===== src/rtl/encoder_level_arbiter.sv =====
// Per-channel clamped level keeper for rotary encoders with a round-robin
// scheduler that emits one level update at a time over a valid/ready port.
`timescale 1ns/1ps
module encoder_level_arbiter #(
  parameter int NUM_CH    = 4,
  parameter int LVL_W     = 6,
  parameter int MAX_LEVEL = 36,
  parameter int DEF_LEVEL = 18,
  parameter int ACC_W     = 4
) (
  input  logic                    clk,
  input  logic                    rst_n,
  input  logic [NUM_CH-1:0]       step_cw,
  input  logic [NUM_CH-1:0]       step_ccw,
  input  logic                    preset_valid,
  output logic                    preset_ready,
  input  logic [2:0]              preset_ch,
  input  logic [LVL_W-1:0]        preset_level,
  output logic                    lvl_valid,
  input  logic                    lvl_ready,
  output logic [2:0]              lvl_ch,
  output logic [LVL_W-1:0]        lvl_data,
  output logic [NUM_CH*LVL_W-1:0] level_bus
);
  localparam int IDX_W = (NUM_CH > 1) ? $clog2(NUM_CH) : 1;
  localparam int SUM_W = LVL_W + ACC_W;
  localparam logic signed [ACC_W-1:0] ACC_MAX = ACC_W'((1 << (ACC_W - 1)) - 1);
  localparam logic signed [ACC_W-1:0] ACC_MIN = -ACC_MAX;
  localparam logic signed [ACC_W-1:0] ONE     = ACC_W'(1);
  localparam logic signed [ACC_W-1:0] NEG_ONE = -ONE;
  localparam logic signed [SUM_W-1:0] MAX_S   = SUM_W'(MAX_LEVEL);
  localparam logic [LVL_W-1:0]        MAX_L   = LVL_W'(MAX_LEVEL);
  localparam logic [LVL_W-1:0]        DEF_L   = LVL_W'(DEF_LEVEL);
  localparam logic [IDX_W-1:0]        LAST_CH = IDX_W'(NUM_CH - 1);

  typedef enum logic [1:0] {IDLE = 2'd0, APPLY = 2'd1, SEND = 2'd2} state_t;

  state_t                   state_q, state_d;
  logic [LVL_W-1:0]         level_q [NUM_CH];
  logic [LVL_W-1:0]         level_d [NUM_CH];
  logic signed [ACC_W-1:0]  acc_q   [NUM_CH];
  logic signed [ACC_W-1:0]  acc_d   [NUM_CH];
  logic [NUM_CH-1:0]        force_q, force_d;
  logic [IDX_W-1:0]         ptr_q, ptr_d;
  logic [IDX_W-1:0]         ch_q, ch_d;
  logic signed [ACC_W-1:0]  delta_q, delta_d;
  logic                     fflag_q, fflag_d;
  logic                     lvl_valid_q, lvl_valid_d;
  logic [2:0]               lvl_ch_q, lvl_ch_d;
  logic [LVL_W-1:0]         lvl_data_q, lvl_data_d;

  logic signed [ACC_W-1:0]  step_s  [NUM_CH];
  logic signed [ACC_W-1:0]  acc_sat [NUM_CH];
  logic [NUM_CH-1:0]        elig;
  logic                     grant_found;
  logic [IDX_W-1:0]         grant_ch;
  int                       scan_idx;
  logic signed [SUM_W-1:0]  sum_s;
  logic [LVL_W-1:0]         new_level;
  logic                     preset_in_range;
  logic [IDX_W-1:0]         pidx;
  logic [LVL_W-1:0]         preset_lvl_clamped;

  genvar gi;
  generate
    for (gi = 0; gi < NUM_CH; gi++) begin : g_ch
      assign step_s[gi] = (step_cw[gi] && !step_ccw[gi]) ? ONE :
                          (step_ccw[gi] && !step_cw[gi]) ? NEG_ONE : '0;
      assign acc_sat[gi] = ((step_s[gi] == ONE && acc_q[gi] == ACC_MAX) ||
                            (step_s[gi] == NEG_ONE && acc_q[gi] == ACC_MIN))
                           ? acc_q[gi] : acc_q[gi] + step_s[gi];
      assign elig[gi] = (acc_q[gi] != '0) || force_q[gi];
      assign level_bus[gi*LVL_W +: LVL_W] = level_q[gi];
    end
  endgenerate

  // Round-robin: first eligible channel after the last served one.
  always_comb begin
    grant_found = 1'b0;
    grant_ch    = '0;
    scan_idx    = 0;
    for (int k = 1; k <= NUM_CH; k++) begin
      scan_idx = int'(ptr_q) + k;
      if (scan_idx >= NUM_CH) scan_idx = scan_idx - NUM_CH;
      if (!grant_found && elig[IDX_W'(scan_idx)]) begin
        grant_found = 1'b1;
        grant_ch    = IDX_W'(scan_idx);
      end
    end
  end

  assign sum_s = $signed({{ACC_W{1'b0}}, level_q[ch_q]}) +
                 $signed({{LVL_W{delta_q[ACC_W-1]}}, delta_q});

  always_comb begin
    if (sum_s[SUM_W-1])      new_level = '0;
    else if (sum_s > MAX_S)  new_level = MAX_L;
    else                     new_level = sum_s[LVL_W-1:0];
  end

  assign preset_in_range    = ({1'b0, preset_ch} < 4'(NUM_CH));
  assign pidx               = preset_ch[IDX_W-1:0];
  assign preset_lvl_clamped = (preset_level > MAX_L) ? MAX_L : preset_level;

  always_comb begin
    state_d     = state_q;
    level_d     = level_q;
    acc_d       = acc_sat;
    force_d     = force_q;
    ptr_d       = ptr_q;
    ch_d        = ch_q;
    delta_d     = delta_q;
    fflag_d     = fflag_q;
    lvl_valid_d = lvl_valid_q;
    lvl_ch_d    = lvl_ch_q;
    lvl_data_d  = lvl_data_q;
    case (state_q)
      IDLE: begin
        if (preset_valid) begin
          if (preset_in_range) begin
            level_d[pidx] = preset_lvl_clamped;
            acc_d[pidx]   = '0;
            force_d[pidx] = 1'b1;
          end
        end else if (grant_found) begin
          ch_d              = grant_ch;
          delta_d           = acc_q[grant_ch];
          fflag_d           = force_q[grant_ch];
          force_d[grant_ch] = 1'b0;
          // Keep this cycle's step so nothing is lost across the grant.
          acc_d[grant_ch]   = step_s[grant_ch];
          state_d           = APPLY;
        end
      end
      APPLY: begin
        level_d[ch_q] = new_level;
        if (new_level != level_q[ch_q] || fflag_q) begin
          lvl_ch_d    = 3'(ch_q);
          lvl_data_d  = new_level;
          lvl_valid_d = 1'b1;
          state_d     = SEND;
        end else begin
          ptr_d   = ch_q;
          state_d = IDLE;
        end
      end
      SEND: begin
        if (lvl_ready) begin
          lvl_valid_d = 1'b0;
          ptr_d       = ch_q;
          state_d     = IDLE;
        end
      end
      default: state_d = IDLE;
    endcase
  end

  always_ff @(posedge clk) begin
    if (!rst_n) begin
      state_q     <= IDLE;
      for (int i = 0; i < NUM_CH; i++) begin
        level_q[i] <= DEF_L;
        acc_q[i]   <= '0;
      end
      force_q     <= '0;
      ptr_q       <= LAST_CH;
      ch_q        <= '0;
      delta_q     <= '0;
      fflag_q     <= 1'b0;
      lvl_valid_q <= 1'b0;
      lvl_ch_q    <= '0;
      lvl_data_q  <= '0;
    end else begin
      state_q     <= state_d;
      level_q     <= level_d;
      acc_q       <= acc_d;
      force_q     <= force_d;
      ptr_q       <= ptr_d;
      ch_q        <= ch_d;
      delta_q     <= delta_d;
      fflag_q     <= fflag_d;
      lvl_valid_q <= lvl_valid_d;
      lvl_ch_q    <= lvl_ch_d;
      lvl_data_q  <= lvl_data_d;
    end
  end

  assign preset_ready = (state_q == IDLE);
  assign lvl_valid    = lvl_valid_q;
  assign lvl_ch       = lvl_ch_q;
  assign lvl_data     = lvl_data_q;

endmodule

===== config.mk =====
export PLATFORM = sky130hd
export DESIGN_NAME = encoder_level_arbiter
export DESIGN_NICKNAME = d
export VERILOG_FILES = /design/src/rtl/encoder_level_arbiter.sv
export SDC_FILE = /design/constraint.sdc
export NUM_CORES = 1
export LEC_CHECK = 0
export ABC_CLOCK_PERIOD_IN_PS = 5100
export CELL_PAD_IN_SITES_DETAIL_PLACEMENT = 1
export CELL_PAD_IN_SITES_GLOBAL_PLACEMENT = 1
export CORE_MARGIN = 1
export CORE_UTILIZATION = 41
export CTS_CLUSTER_DIAMETER = 60
export CTS_CLUSTER_SIZE = 24
export DETAILED_ROUTE_END_ITERATION = 12
export PLACE_DENSITY_LB_ADDON = 0.25
export SLEW_MARGIN = 0
export SYNTH_ARGS = -nofsm -noshare
export SYNTH_HDL_FRONTEND = slang
export SYNTH_SLANG_ARGS = --single-unit

===== constraint.sdc =====
create_clock -name clk -period 5.1 [get_ports clk]
set_input_delay 1.53 -clock clk [delete_from_list [all_inputs] [get_ports clk]]
set_output_delay 1.53 -clock clk [all_outputs]
set_load 0.02 [all_outputs]

==> flow_summary.ini, run 1 <==
[yosys]
yosysWarnings = 0
synth_edf_count = 0
synth_cell_types = 68
ys.flop_type = dfxtp_1
seq_area_frac_synth = 0.252
synthCells = 664
synth_area_um2 = 5080
synthArstFlopShare = 0
synth.net_count = 717
syn_area_per_cell_um2 = 7.66
synth_seq_cells = 64

[global_route]
grt_antenna_before_repair = 0
grt_pass1_wl_um = 28700
grt_pass1_vias = 5501
grt_max_degree = 25
gr-usage-all-layers = 0.286
grt_overflow = 0

[sta]
hold_slack_ns = 0.478
drv_slew = 0
hold_viol = 0
fmax_ghz = 0.213
relSlewSlack = 0.458
fin_crit_ns = 4.70
skew_ns = 0.0112
tightest_slew_ns = 0.806
setup-tns-final_ns = 0
rsz0062_at_grt = no
fin_crit_sh = 0.921
finalSetupViolCount = 0

[floorplanning]
core_um2 = 12100
die_x_um = 113
die_area_um2 = 12900
fp-row-count = 40
start_util = 0.422
fp.dieH_um = 113
io_pins = 56

[clock_tree]
htree_levels = 3
cts_tree = built
ctsHoldBuffers = 0
clk_latency_ns = 0.34
cts_setup_buffers = 0
cts_buffers = 9
cts_sinks = 64
cts.repair.resized = 0
root_buffer = clkbuf_16
clkTransAtPathRegs_ns = 0.06
cts_buffer_depth = 2

[setup_path]
path_max_fanout = 20
critical_path_class = flip-flop to flip-flop
cp-end-kind = flip-flop
path_common_cell = nand3_1
cpMaxStageDelayCell = dfxtp_1
cpPeakStageDelay_ns = 0.75
start_kind = flip-flop
crit_arrival_ns = 4.98
crit_required_ns = 5.39
path_cells = mux4_2 -> ha_1 -> fa_1 -> a211o_1 -> a21oi_1 -> o221ai_1 -> o21ai_1 -> nand3_1 -> a2111o_1 -> or4_1 -> nand3_1

[route]
drt-initial-drc-count = 340
first_pass_iters = 5
final_antenna_net_count = 0
num_vias = 5322
drt_wl_total_um = 17500
viasPerCell = 6.12
wl_per_cell_um = 20.1
drc_errors = 0

[final_layout]
antennaDiodeCount = 0
ff_latch_area_um2 = 1280
area_growth_pct = 18.4
fin_nets = 750
layout.core_utilization = 0.499
multi_input_area_um2 = 3510
stdcell_area_um2 = 6020
fillers = 1501
drive_above_1_share = 0.0755

[placement]
hpwl_um = 13300
gp_congestion = 0.896
place_area_um2 = 5720
io_buffers = 54

[pwr]
peakVddDrop_uv = 294
switching_share = 0.523
seqPwrFrac = 0.206
clkPwrFrac = 0.156
switchingPower_mw = 2.09
leakage_nw = 2.44
cellPowerDensity_nw_per_um2 = 664
intPower_mw = 1.91
pwr-share-comb = 0.638
power_mw = 4.00

[hold_path]
min-delay-path-class = flip-flop to flip-flop

[status]
status = complete, no violations

[run]
max_cap_viol_count = 0
==> state kept, by name (all words and copies together), names as in the netlist, 4 cells and up <==
signal / cells
lvl_data: 6
level_bus: 24
force_q: 4
delta_q: 4
acc_q: 16
==> worst max-delay path, delay by kind of cell, from the launching register on <==
family | cells | cell delay, ns
multiplexers | 1 | 0.46
AO/OA/AOI/OAI | 5 | 1.73
adder cells (fa/ha/maj) | 2 | 0.74
AND/OR/NAND/NOR | 3 | 0.94
flip-flops | 1 | 0.75
==> cells by family after synthesis <==
kind of cell               share of synthesized area
and+or+nand+nor                                0.237
AOI/OAI and AO/OA                              0.282
buffers and inverters                         0.0583
DFF                                            0.252
adders and majority gates                     0.0861
muxes                                         0.0711
xor gates and xnor gates                      0.0121
other                                       0.000737
==> power by group through the flow <==
stage	combinational (mW)	sequential [mW]	clock, mW
2_1_floorplan	1.88	0.763	0
3_3_place_gp	2.41	0.824	0
3_5_place_dp	2.51	0.830	0
4_1_cts	2.53	0.821	0.635
5_1_grt	2.78	0.850	0.657
6_report	2.55	0.822	0.625
==> per-layer routing <==
layer,part of all wire,track usage,up-vias
met5,0,0,-
met4,0.023,0.0930,0
met3,0.040,0.0493,27
met2,0.50,0.504,141
met1,0.44,0.352,2611
li1,-,-,2543
==> cells in the mapped netlist (4+ instances only) <==
cell type / number / area (um2)
mux4_2: 6 / 135
ha_1: 27 / 338
nor2_1: 59 / 221
nand2_1: 64 / 240
o21ai_1: 9 / 45.0
o22ai_1: 18 / 113
or3_1: 5 / 31.3
fa_1: 5 / 100
mux2i_1: 17 / 170
nor2b_1: 4 / 25.0
dfxtp_1: 64 / 1280
nor3_1: 15 / 75.1
clkbuf_1: 30 / 113
a221o_1: 7 / 70.1
o32ai_1: 5 / 43.8
a22oi_1: 9 / 67.6
a21oi_1: 48 / 240
a311o_1: 5 / 50.1
nand2b_1: 14 / 87.6
o31ai_1: 5 / 37.5
or2_2: 9 / 56.3
nand3_1: 34 / 170
o21ai_0: 34 / 170
o21a_1: 7 / 52.6
a211o_1: 4 / 35.0
a211oi_1: 10 / 75.1
inv_1: 27 / 101
o211ai_1: 10 / 75.1
xnor2_1: 6 / 52.6
mux2_2: 5 / 56.3
buf_2: 7 / 35.0
o31a_1: 4 / 35.0
a31oi_1: 11 / 68.8
a21o_1: 11 / 82.6
and2_1: 6 / 37.5
and3_1: 8 / 50.1
or4_1: 10 / 75.1
nor4_1: 5 / 31.3
==> cell usage in the layout (no fill, tap or decap), drive strengths merged, types with 6 or more instances in the layout <==
master | synthesis | final
nor2 | 60 | 60
nand2 | 64 | 64
mux2i | 17 | 17
or4 | 10 | 10
buf | 11 | 9
nor4 | 7 | 7
o22ai | 18 | 18
clkdlybuf4s50 | 0 | 54
a22oi | 9 | 9
nand2b | 14 | 14
nand3 | 34 | 34
o21a | 7 | 7
o211ai | 10 | 10
or2 | 9 | 9
inv | 28 | 28
nor3 | 15 | 15
and3 | 8 | 8
dfxtp | 64 | 64
a21oi | 48 | 48
a221o | 7 | 7
clkbuf | 30 | 11
xnor2 | 6 | 6
ha | 27 | 27
a211oi | 11 | 11
a31oi | 11 | 11
mux4 | 6 | 6
and2 | 6 | 6
o21ai | 43 | 43
a21o | 11 | 11
==> worst paths after layout <==
path / slack [ns] / cells after the start / endpoint / start
max: 0.40 / 11 / lvl_data[3] / ch_q[0]
min: 0.48 / 2 / delta_q[0] / delta_q[0]
max reg2reg: 0.40 / 11 / lvl_data[3] / ch_q[0]
min reg2reg: 0.48 / 2 / delta_q[0] / delta_q[0]
==> stage by stage <==
step | std cells | setup slack (ns)
2_1_floorplan | 664 | 1.23
3_3_place_gp | 854 | 0.649
3_5_place_dp | 854 | 0.452
4_1_cts | 870 | 0.435
5_1_grt | 870 | 0.107
6_report | 870 | 0.404
==> cell type report <==
cell class / count / share of cell area
Tap cell: 168 / 0.0349
Timing Repair Buffer: 63 / 0.101
Inverter: 30 / 0.0191
Multi-Input combinational cell: 529 / 0.583
Clock buffer: 11 / 0.0403
Sequential cell: 64 / 0.213
Clock inverter: 5 / 0.00935
No activity file was read; power rests on OpenSTA's default activity.
==> inputs of run 2 (changes only) <==
Settings changed: SETUP_SLACK_MARGIN from default to 0.4.
==> run 2 against run 1 <==
Net effect: maximum frequency grew 5.3%; first-iteration DRC count shrank 6.2%; critical path type unchanged; largest power group unchanged; critical endpoint unchanged; power grew 0.39%.
==> flow_summary.ini, run 2 (synthesis gave the netlist of run 1 again) <==
[placement]
gp_congestion = 0.896
dp.cells = 854
pre_cts_ws_ns = 0.452
io_buffers = 54
hpwl_um = 13300

[clock_tree]
htree_levels = 3
cts_sinks = 64
clk_latency_ns = 0.34
cts_buffers = 9
cts_setup_buffers = 0
cts_buffer_depth = 2
cts_tree = built
root_buffer = clkbuf_16
clkTransAtPathRegs_ns = 0.06

[route]
num_vias = 5307
viasPerCell = 6.10
drt_wl_total_um = 17500
drt-initial-drc-count = 319
wl_per_cell_um = 20.1
drc_errors = 0
final_antenna_net_count = 0
first_pass_iters = 5

[global_route]
grtUsageMet3 = 0.0493
grt_pass1_vias = 5501
grt_pass1_wl_um = 28700
gr-usage-all-layers = 0.286
top_usage_layer = met2
grt_max_degree = 25
grtUsageMet2 = 0.504
grtUsageMet1 = 0.352
grt_overflow = 0
grt_antenna_before_repair = 0

[sta]
fin_crit_ns = 4.46
relSlewSlack = 0.471
tightest_slew_ns = 0.787
skew_ns = 0.0114
finalWorstSetupSlack_ns = 0.640
fin_crit_sh = 0.874
hold_viol = 0
rsz0062_at_grt = no
fmax_ghz = 0.224
finalSetupViolCount = 0
drv_slew = 0
setup-tns-final_ns = 0

[setup_path]
path_max_fanout = 20
r2r-end = lvl_data[3]
worstSetupStartpoint = ch_q[1]
ff2ff_path_depth = 11
crit_arrival_ns = 4.75
start_kind = flip-flop
r2r_slack_ns = 0.64
critical_path_class = flip-flop to flip-flop
cp-end-kind = flip-flop
crit_required_ns = 5.39
endpoint = lvl_data[3]
r2r_start = ch_q[1]

[floorplanning]
fp.dieH_um = 113
die_area_um2 = 12900
start_util = 0.422
io_pins = 56
die_x_um = 113
core_um2 = 12100
fp-row-count = 40

[final_layout]
fin_cells = 870
area_growth_pct = 18.5
fin_nets = 750
mostFrequentLayoutCells = 64 x nand2_1, 63 x dfxtp_1, 59 x nor2_1, 54 x clkdlybuf4s50_1, 48 x a21oi_1
antennaDiodeCount = 0
drive_above_1_share = 0.0783
fillers = 1502
layout.core_utilization = 0.499
largest_register_ffs = 24
final_common_cell = nand2_1

[run]
max_cap_viol_count = 0

[status]
status = complete, no violations

[pwr]
cellPowerDensity_nw_per_um2 = 666
peakVddDrop_uv = 294
leakage_nw = 2.44

[hold_path]
min-delay-path-class = flip-flop to flip-flop
==> run 2: changes by cell type in the layout (fill, tap and decap cells not counted) <==
cell,previous run,this run
a2111o_1,1,0
a2111o_2,0,1
dfxtp_1,64,63
dfxtp_2,0,1
==> run 2: what timing repair did <==
action,in CTS,in global routing
setup endpoints to repair,0,12
hold buffers,0,0
gates resized for setup,0,2
==> run 2: critical path, stage by stage (launching register included) <==
cell      delay (ns)
dfxtp_1         0.38
buf_4           0.25
mux4_2          0.67
ha_1            0.50
o21ai_1         0.17
o21ai_1         0.28
nand3_1         0.22
o21ai_1         0.32
nand3_1         0.27
a2111o_2        0.67
or4_1           0.54
nand3_1         0.10
==> run 2: per-stage QoR <==
stage / power, mW / hold slack, ns / instance area [um2]
after floorplan: 2.65 / 0.436 / 5080
after global placement: 3.24 / 0.464 / 5720
after detailed placement: 3.34 / 0.465 / 5720
after CTS: 3.99 / 0.480 / 6020
after global routing: 4.29 / 0.512 / 6020
final: 4.01 / 0.479 / 6020
==> run 2: power breakdown <==
| part | internal, mW | leakage [nW] | switching, mW |
|---|---|---|---|
| clock | 0.391 | 0.145 | 0.235 |
| sequential | 0.625 | 0.523 | 0.196 |
| combinational | 0.897 | 1.77 | 1.67 |
| total | 1.91 | 2.44 | 2.10 |
==> run 2: how the worst min path moves through the flow <==
stage	startpoint	endpoint	slack [ns]	cells past startpoint
5_1_grt	delta_q[2]	delta_q[2]	0.51	2
2_1_floorplan	fflag_q	fflag_q	0.44	2
3_3_place_gp	delta_q[2]	delta_q[2]	0.46	2
4_1_cts	delta_q[0]	delta_q[0]	0.48	2
6_report	delta_q[2]	delta_q[2]	0.48	2
3_5_place_dp	delta_q[2]	delta_q[2]	0.46	2
==> run 2: routing by layer <==
layer	wire length, um	vias to the layer above
li1	-	2542
met5	0	-
met2	8790	142
met1	7580	2595
met4	399	0
met3	694	28
==> run 2: area by class of cell <==
cell class	count	area, um2	share of cell area
Sequential cell	64	1280	0.213
Clock buffer	11	243	0.0403
Inverter	30	115	0.0191
Multi-Input combinational cell	529	3510	0.582
Timing Repair Buffer	63	608	0.101
Tap cell	168	210	0.0349
Clock inverter	5	56.3	0.00935
==> inputs of run 3 (changes only) <==
Settings changed: ABC_CLOCK_PERIOD_IN_PS 5100 to 4290.
Clock period 5.1 ns to 4.29 ns, I/O delays scaled along.
==> run 3 against run 2 <==
Net effect: power up 39%; worst hold slack gained 0.028 ns; clock skew fell by 0.0050 ns; final cell count grew 3.3%; die area unchanged; utilization rose by 3.9 points; via count up 6.8%; critical path type unchanged; critical endpoint is now ptr_q[1]; largest power group unchanged.
==> flow_summary.ini, run 3 (synthesis gave the netlist of run 1 again) <==
[floorplanning]
io_pins = 56
die_x_um = 113
die_area_um2 = 12900
start_util = 0.422
core_um2 = 12100
fp.dieH_um = 113
fp-row-count = 40

[clock_tree]
cts_tree = built
clkTransAtPathRegs_ns = 0.06
cts_buffers = 9
clk_latency_ns = 0.34
htree_levels = 3
cts_sinks = 64
cts_buffer_depth = 2
root_buffer = clkbuf_16
ctsHoldBuffers = 0

[final_layout]
final_common_cell = nand2_1
antennaDiodeCount = 0
mostFrequentLayoutCells = 64 x nand2_1, 62 x dfxtp_1, 59 x nor2_1, 54 x clkdlybuf4s50_1, 46 x a21oi_1
fin_nets = 779
layout.core_utilization = 0.538
fin_cells = 899
fillers = 1463
stdcell_area_um2 = 6490
area_growth_pct = 27.7
drive_above_1_share = 0.145
largest_register_ffs = 24

[pwr]
switching_share = 0.502
seqPwrFrac = 0.178
pwr-share-comb = 0.662
cellPowerDensity_nw_per_um2 = 858
switchingPower_mw = 2.80
peakVddDrop_uv = 441
intPower_mw = 2.77
clkPwrFrac = 0.160
leakage_nw = 2.64

[setup_path]
path_max_fanout = 5
crit_required_ns = 4.49
crit_arrival_ns = 4.07
cp-end-kind = flip-flop
start_kind = flip-flop
critical_path_class = flip-flop to flip-flop

[route]
wl_per_cell_um = 21.6
viasPerCell = 6.31
drt-initial-drc-count = 395
drc_errors = 0
final_antenna_net_count = 0
first_pass_iters = 4
num_vias = 5669
drt_wl_total_um = 19500

[sta]
fmax_ghz = 0.258
setup-tns-final_ns = 0
finalWorstSetupSlack_ns = 0.420
relSlewSlack = 0.357
hold_viol = 0
drv_slew = 0
fin_crit_ns = 3.87
fin_crit_sh = 0.902
tightest_slew_ns = 0.958
rsz0062_at_grt = yes
finalSetupViolCount = 0
skew_ns = 0.00640

[global_route]
grt_antenna_before_repair = 0
grt_overflow = 0
grt_pass1_wl_um = 30600
gr-usage-all-layers = 0.306
grt_max_degree = 26
grt_pass1_vias = 5848

[placement]
pre_cts_ws_ns = -0.0316
io_buffers = 54
place_area_um2 = 5780
gp_congestion = 0.938
dp.cells = 862
hpwl_um = 13800

[run]
max_cap_viol_count = 0

[status]
status = complete, no violations

[hold_path]
min-delay-path-class = flip-flop to flip-flop
==> run 3: cell count changes in the layout (fill, tap and decap cells not counted), sizes merged <==
cell / previous run / this run
a2111o: 1 / 3
bufinv: 1 / 3
inv: 28 / 29
clkbuf: 11 / 10
clkinv: 5 / 3
buf: 9 / 36
==> run 3: area by class of cell <==
| class | count | area [um2] | area share |
|---|---|---|---|
| Tap cell | 168 | 210 | 0.0324 |
| Timing Repair Buffer | 90 | 818 | 0.126 |
| Multi-Input combinational cell | 531 | 3710 | 0.571 |
| Clock inverter | 6 | 115 | 0.0177 |
| Sequential cell | 64 | 1290 | 0.198 |
| Clock buffer | 10 | 239 | 0.0368 |
| Inverter | 30 | 115 | 0.0177 |
==> run 3: through the flow <==
step,hold WS [ns],total power [mW]
2_1_floorplan,0.436,3.15
3_3_place_gp,0.457,3.88
3_5_place_dp,0.473,4.03
4_1_cts,0.510,5.22
5_1_grt,0.537,5.88
6_report,0.508,5.57
==> run 3: timing repair <==
item / in CTS / in global routing
gates resized for setup: 21 / 16
hold endpoints to repair: 0 / 0
gates cloned: 2 / 0
setup endpoints to repair: 16 / 12
setup buffers: 6 / 13
pin swaps: 6 / 18
==> run 3: path summary, 6_finish.rpt <==
check | startpoint | to | slack, ns | cells after the start
min reg2reg | fflag_q | fflag_q | 0.51 | 2
min | fflag_q | fflag_q | 0.51 | 2
max reg2reg | ch_q[1] | ptr_q[1] | 0.42 | 13
max | ch_q[1] | ptr_q[1] | 0.42 | 13
==> run 3: critical path, cell delays in order, from the launching register on <==
cell	delay (ns)
dfxtp_2	0.35
buf_6	0.13
mux4_2	0.57
buf_4	0.18
ha_4	0.22
a211oi_4	0.29
o31a_1	0.36
xnor2_4	0.21
a211oi_2	0.13
a211o_1	0.31
a2111o_1	0.43
buf_4	0.18
o31ai_1	0.24
o211ai_1	0.14
==> run 3: power by group through the flow <==
stage / clock network, mW / logic, mW / registers [mW]
final: 0.893 / 3.69 / 0.991
after global routing: 0.920 / 3.94 / 1.01
after CTS: 0.891 / 3.35 / 0.984
after detailed placement: 0 / 3.05 / 0.980
after global placement: 0 / 2.91 / 0.969
after floorplan: 0 / 2.24 / 0.907
==> run 3: routing by layer <==
layer,part of all wire,vias to the layer above,global-route usage
met5,0,-,0
met4,0.036,0,0.119
met3,0.052,57,0.0530
met2,0.51,204,0.559
met1,0.40,2798,0.354
li1,-,2610,-
